$ cat src/rtl/seg7_scan_if.sv
// Display-side bus for seg7_scan_driver: content load request, pending status and pin outputs.
// blink_in exists only when SEG7_BLINK_EN is defined.
interface seg7_scan_if #(
  parameter int unsigned DIGITS = 4
);
  logic                  load;
  logic [4*DIGITS-1:0]   data_in;
  logic [DIGITS-1:0]     dp_in;
  logic [DIGITS-1:0]     blank_in;
`ifdef SEG7_BLINK_EN
  logic [DIGITS-1:0]     blink_in;
`endif
  logic                  pending;
  logic [6:0]            seg;
  logic                  dp;
  logic [DIGITS-1:0]     an;

  modport master (
`ifdef SEG7_BLINK_EN
    output blink_in,
`endif
    output load, data_in, dp_in, blank_in,
    input  pending, seg, dp, an
  );

  modport slave (
`ifdef SEG7_BLINK_EN
    input  blink_in,
`endif
    input  load, data_in, dp_in, blank_in,
    output pending, seg, dp, an
  );
endinterface

$ cat src/rtl/seg7_scan_driver.sv
// Time-multiplexed common-anode 7-segment scanner with frame-synchronous shadow/display registers.
// Optional per-digit blinking is enabled by defining SEG7_BLINK_EN.
module seg7_scan_driver #(
  parameter int unsigned DIGITS    = 4,
  parameter int unsigned PRESCALE  = 50000,
  parameter int unsigned BLINK_DIV = 64
) (
  input logic        clk,
  input logic        reset,
  seg7_scan_if.slave bus
);

  localparam int unsigned PW = (PRESCALE > 1) ? $clog2(PRESCALE) : 1;
  localparam int unsigned IW = (DIGITS > 1) ? $clog2(DIGITS) : 1;

  logic [PW-1:0]         presc_q;
  logic [IW-1:0]         idx_q;
  logic [4*DIGITS-1:0]   sh_data_q, disp_data_q;
  logic [DIGITS-1:0]     sh_dp_q, disp_dp_q;
  logic [DIGITS-1:0]     sh_blank_q, disp_blank_q;
  logic                  pending_q;
  logic [6:0]            seg_q;
  logic                  dp_q;
  logic [DIGITS-1:0]     an_q;
`ifdef SEG7_BLINK_EN
  localparam int unsigned FW = (BLINK_DIV > 1) ? $clog2(BLINK_DIV) : 1;
  logic [DIGITS-1:0]     sh_blink_q, disp_blink_q;
  logic [FW-1:0]         frame_q;
  logic                  phase_q;  // 1 = blinking digits lit
`endif

  logic       tick;
  logic       wrap;
  logic       commit;
  logic       dark;
  logic [3:0] nib;

  function automatic logic [6:0] hex_to_seg(input logic [3:0] v);
    logic [6:0] s;
    case (v)
      4'h0: s = 7'b0000001;
      4'h1: s = 7'b1001111;
      4'h2: s = 7'b0010010;
      4'h3: s = 7'b0000110;
      4'h4: s = 7'b1001100;
      4'h5: s = 7'b0100100;
      4'h6: s = 7'b0100000;
      4'h7: s = 7'b0001111;
      4'h8: s = 7'b0000000;
      4'h9: s = 7'b0000100;
      4'hA: s = 7'b0001000;
      4'hB: s = 7'b1100000;
      4'hC: s = 7'b0110001;
      4'hD: s = 7'b1000010;
      4'hE: s = 7'b0110000;
      default: s = 7'b0111000;
    endcase
    return s;
  endfunction

  // idx_q names the digit driven in the slot that the next tick opens; the tick that opens the
  // last digit's slot is the frame boundary, so a commit there first shows on digit 0.
  always_comb begin
    tick   = (presc_q == PW'(PRESCALE - 1));
    wrap   = tick && (idx_q == IW'(DIGITS - 1));
    commit = wrap && (pending_q || bus.load);
    nib    = disp_data_q[{idx_q, 2'b00} +: 4];
    dark   = disp_blank_q[idx_q];
`ifdef SEG7_BLINK_EN
    dark   = dark | (disp_blink_q[idx_q] & ~phase_q);
`endif
  end

  always_ff @(posedge clk or posedge reset) begin
    if (reset) begin
      presc_q      <= '0;
      idx_q        <= '0;
      sh_data_q    <= '0;
      sh_dp_q      <= '0;
      sh_blank_q   <= '0;
      disp_data_q  <= '0;
      disp_dp_q    <= '0;
      disp_blank_q <= '1;
      pending_q    <= 1'b0;
      seg_q        <= 7'h7F;
      dp_q         <= 1'b1;
      an_q         <= '1;
`ifdef SEG7_BLINK_EN
      sh_blink_q   <= '0;
      disp_blink_q <= '0;
      frame_q      <= '0;
      phase_q      <= 1'b1;
`endif
    end else begin
      presc_q <= tick ? '0 : presc_q + 1'b1;

      if (tick) begin
        idx_q <= wrap ? '0 : idx_q + 1'b1;
        an_q  <= ~(DIGITS'(1) << idx_q);
        seg_q <= dark ? 7'h7F : hex_to_seg(nib);
        dp_q  <= dark | ~disp_dp_q[idx_q];
      end

      if (bus.load) begin
        sh_data_q  <= bus.data_in;
        sh_dp_q    <= bus.dp_in;
        sh_blank_q <= bus.blank_in;
`ifdef SEG7_BLINK_EN
        sh_blink_q <= bus.blink_in;
`endif
      end

      // A load coinciding with the boundary bypasses the shadow so it is not a frame late.
      if (commit) begin
        disp_data_q  <= bus.load ? bus.data_in  : sh_data_q;
        disp_dp_q    <= bus.load ? bus.dp_in    : sh_dp_q;
        disp_blank_q <= bus.load ? bus.blank_in : sh_blank_q;
`ifdef SEG7_BLINK_EN
        disp_blink_q <= bus.load ? bus.blink_in : sh_blink_q;
`endif
        pending_q    <= 1'b0;
      end else if (bus.load) begin
        pending_q    <= 1'b1;
      end

`ifdef SEG7_BLINK_EN
      if (wrap) begin
        if (frame_q == FW'(BLINK_DIV - 1)) begin
          frame_q <= '0;
          phase_q <= ~phase_q;
        end else begin
          frame_q <= frame_q + 1'b1;
        end
      end
`endif
    end
  end

  assign bus.pending = pending_q;
  assign bus.seg     = seg_q;
  assign bus.dp      = dp_q;
  assign bus.an      = an_q;

endmodule

$ cat src/flat_wrapper.sv
// flat-port wrapper written by rule: the top's interface ports become plain ports
module seg7_scan_driver_flat 
#(
  parameter int unsigned DIGITS    = 4,
  parameter int unsigned PRESCALE  = 50000,
  parameter int unsigned BLINK_DIV = 64
)
  (clk, reset, bus_load, bus_data_in, bus_dp_in, bus_blank_in, bus_pending, bus_seg, bus_dp, bus_an);
  seg7_scan_if #(.DIGITS(DIGITS)) bus_i ();
  input logic clk;
  input logic reset;
  input wire logic [$bits(bus_i.load)-1:0] bus_load;
  input wire logic [$bits(bus_i.data_in)-1:0] bus_data_in;
  input wire logic [$bits(bus_i.dp_in)-1:0] bus_dp_in;
  input wire logic [$bits(bus_i.blank_in)-1:0] bus_blank_in;
  output wire logic [$bits(bus_i.pending)-1:0] bus_pending;
  output wire logic [$bits(bus_i.seg)-1:0] bus_seg;
  output wire logic [$bits(bus_i.dp)-1:0] bus_dp;
  output wire logic [$bits(bus_i.an)-1:0] bus_an;
  assign bus_i.load = bus_load;
  assign bus_i.data_in = bus_data_in;
  assign bus_i.dp_in = bus_dp_in;
  assign bus_i.blank_in = bus_blank_in;
  assign bus_pending = bus_i.pending;
  assign bus_seg = bus_i.seg;
  assign bus_dp = bus_i.dp;
  assign bus_an = bus_i.an;
  seg7_scan_driver #(.DIGITS(DIGITS), .PRESCALE(PRESCALE), .BLINK_DIV(BLINK_DIV)) u_core (.clk(clk), .reset(reset), .bus(bus_i));
endmodule
$ cat config.mk
export PLATFORM = sky130hd
export DESIGN_NAME = seg7_scan_driver_flat
export DESIGN_NICKNAME = d
export VERILOG_FILES = /design/src/rtl/seg7_scan_if.sv /design/src/rtl/seg7_scan_driver.sv /design/src/flat_wrapper.sv
export SDC_FILE = /design/constraint.sdc
export NUM_CORES = 1
export LEC_CHECK = 0
export BUFFER_PORTS_ARGS = -buffer_cell sky130_fd_sc_hd__clkbuf_2
export CAP_MARGIN = 5
export CORE_UTILIZATION = 35
export CTS_BUF_LIST = sky130_fd_sc_hd__clkbuf_4
export CTS_CLUSTER_DIAMETER = 50
export DETAILED_ROUTE_END_ITERATION = 8
export SETUP_SLACK_MARGIN = 0.3
export SLEW_MARGIN = 15
export SYNTH_ARGS = -nofsm -noshare
export SYNTH_HDL_FRONTEND = slang
export SYNTH_SLANG_ARGS = --single-unit
$ cat constraint.sdc
create_clock -name clk -period 7.3 [get_ports clk]
set_input_delay 1.095 -clock clk [delete_from_list [all_inputs] [get_ports clk]]
set_output_delay 1.095 -clock clk [all_outputs]
set_load 0.05 [all_outputs]
==> summary.txt <==
Synth
  • Synth area leader: dfrtp_1
  • Primary FF master, synth: dfrtp_1
  • Cell variety after synth: 44
  • Most common cell in the synthesized netlist: dfrtp_1
  • #FFs+latches synth: 79
  • Ys async rst share: 100.0%
  • Post-synth EDFFs: 0
  • Yosys warning total: 0
  • Top cells by instance count after synthesis: dfrtp_1 (63), mux2_2 (29), mux2_4 (20)
  • Syn_nets: 306
  • Area share of the leading cell type in the synthesized netlist: 42.50%
  • Sequential element share of the synthesized area: between 50% and 60%
  • Post-Syn Area: 3710 µm²
  • Post-Synthesis Cells: 268
  • Synth Area per Inst: between 10 and 15 µm²
  • Top cells by area, synth: dfrtp_1 (42%), dfstp_2 (11%), mux2_2 (8.8%), mux2_4 (8.1%), ha_1 (3.7%)

GRT
  • Largest net degree at the start of global routing: 80
  • Vias in the first global route: 2200
  • Global-route track usage on met3: 3.805%
  • First-pass GRT wire length: 11250 µm
  • Met1 Resource Use GR: 18.48%
  • Antenna violations before repair: 0
  • GR Overflow Total: 0
  • Grt met2 use: 19.54%
  • Grt peak-use layer: met2
  • Gr usage total: between 10% and 20%

Finish
  • Layout cells sized above 1: 43.41%
  • Net count reported at finish: 344
  • Antenna diode count: 0
  • Final Instance Area: 4133 µm²
  • Area Growth Syn to Fin: 11.40%
  • FILL cells: about 1000
  • Final Non-Filler Cells: 447

STA
  • Fmax: 418.2 MHz
  • Worst slew pin tran: 0.9808 ns
  • Relative slew slack: 34.62%
  • Setup TNS: 0 ns
  • RSZ-0062 raised after global routing: no
  • Tmin final: ~2.4 ns
  • Final period util: about a third
  • Final Hold Fails: 0
  • Clk_skew: 0.01851 ns
  • Final setup violation count: 0
  • Final Slew Violations: 0

Detailed routing
  • Post-route ant nets: 0
  • DRT Wirelength: about 6600 µm
  • Initial drt markers: 100
  • Vias post-DR: roughly 2100
  • Drt wl/cell: around 15 µm
  • Drt drc: 0
  • Drt pass-1 iters: 4
  • DR vias/cell: roughly 4.8

Critical path
  • CP arrival: ~2.7 ns
  • Required @ worst endpoint: 7.62 ns
  • Worst Reg-to-Reg Cells: 5
  • Setup crit end kind: flop
  • CP Launch Type: input pin
  • Worst-path maximum fanout: 25
  • Crit Path Class: in -> reg

Die
  • Die height: around 100 µm
  • Num rows: 37
  • Core area: 10280 µm²
  • Die area: between 10000 and 15000 µm²
  • Initial Util: 36.10%
  • Chip Width: 105.0 µm
  • Io pins: 40

Power
  • Max IR drop VDD: 0.08539 mV
  • Pleak: about 1.9 nW
  • Power Total: 0.0007680 W
  • Sw Share: 24.88%
  • Power per cell area: 185.8 nW/µm²
  • Reg power frac: 59.1%
  • P_int: 0.0005769 W
  • P_sw: 0.0001911 W
  • Logic pwr share: 5.0%
  • Clock power share: 35.8%

Clock network
  • Cts hold-fix bufs: 0
  • Clock Path Buffers: 2
  • Cts bufs inserted: 9
  • Worst-skew pair later-pin latency: 0.43 ns
  • Root Buffer: clkbuf_4
  • H-tree depth: 3
  • Postcts setup bufs: 0
  • TritonCTS clock tree: done
  • Post-CTS sizing: 0
  • CTS Sinks: just under 80
  • Worst-path clk slew: 0.13 ns

Hold path
  • WHS Path Cells: 1
  • HP Class: reg -> reg

Place
  • Hpwl dp: 4458 µm
  • Inst Count DP: 431
  • Placed standard-cell area: approximately 4000 µm²
  • Gpl congestion: 0.7157
  • Port Buffer Count: 39

Outcome
  • Status: finished clean

Flow run
  • Max cap viols: 0
placed cells by master (no fill, tap or decap), drive strengths merged, types with 2 or more instances in the layout:
cell / n
a21oi: 6
and2: 3
and3: 7
buf: 2
clkbuf: 48
clkinv: 2
dfrtp: 63
dfstp: 16
ha: 11
inv: 10
mux2: 49
mux2i: 5
mux4: 6
nand2: 15
nand2b: 2
nand3: 6
nand4: 4
nor2: 9
nor4b: 2
o21ai: 9
o22a: 2
o32a: 3
or2: 3
xnor2: 7
xor2: 4
state kept, by name, indices dropped and copies added, names as in the netlist:
name,flops
u_core.bus.pending,1
u_core.presc_q,16
u_core.sh_blank_q,4
u_core.bus.an,4
u_core.disp_blank_q,4
u_core.disp_data_q,16
u_core.bus.dp,1
u_core.sh_data_q,16
u_core.sh_dp_q,4
u_core.bus.seg,7
u_core.disp_dp_q,4
u_core.idx_q,2
cell type report:
type | instances | area [µm²] | area share, %
inverters | 7 | 26.28 | 0.6358
flip-flops and latches | 79 | 1997 | 48.32
well taps | 136 | 170.2 | 4.117
clock buffers | 9 | 67.56 | 1.635
clock inverters | 7 | 77.57 | 1.877
multi-input cells | 168 | 1584 | 38.33
repair buffers | 41 | 210.2 | 5.086
path summary, 6_finish.rpt:
check,start,endpoint,slack (ns)
setup / recovery,bus_load,u_core.disp_dp_q[1],4.91
hold / removal,u_core.presc_q[0],u_core.presc_q[0],0.47
setup reg to reg,u_core.presc_q[5],u_core.disp_dp_q[1],4.95
hold reg to reg,u_core.presc_q[0],u_core.presc_q[0],0.47
max in group asynchronous,reset,u_core.sh_data_q[8],5.74
min in group asynchronous,reset,u_core.presc_q[14],0.92
layer usage:
layer | vias to the layer above | part of all wire (%)
met5 | - | 0
met4 | 0 | 1.3
met3 | 11 | 3.5
met2 | 37 | 44
met1 | 1065 | 51
li1 | 1027 | -
kinds of logic after synthesis:
family | after synthesis | share of synthesized area (%)
mux | 60 | 21.89
flops | 79 | 53.83
fa+ha+maj | 11 | 3.710
buf+inv | 21 | 3.474
compound gates | 26 | 4.554
xor+xnor | 11 | 2.597
simple gates | 60 | 9.950
worst max-delay path: stages:
cell and delay (ns):
clkbuf_2 0.49, nor2_1 0.13, or3b_1 0.39, buf_4 0.26, mux2_4 0.34
stage by stage:
step                util, %  worst slack [ns]  hold WS (ns)
finish                40.21             4.909        0.4740
global route          40.21             4.842        0.4999
CTS                   40.21             4.903        0.4732
detailed placement    38.80             4.427        0.4551
global placement      38.80             4.457        0.4489
floorplan                 -             4.208        0.4251
power by group through the flow:
stage          sequential [W]  combinational (W)  clock, W
6_report             0.000454          0.0000386  0.000275
5_1_grt              0.000456          0.0000438  0.000306
2_1_floorplan        0.000461          0.0000255         0
4_1_cts              0.000454          0.0000403  0.000287
3_3_place_gp         0.000462          0.0000393         0
3_5_place_dp         0.000462          0.0000397         0
No activity file was read; power rests on OpenSTA's default activity.
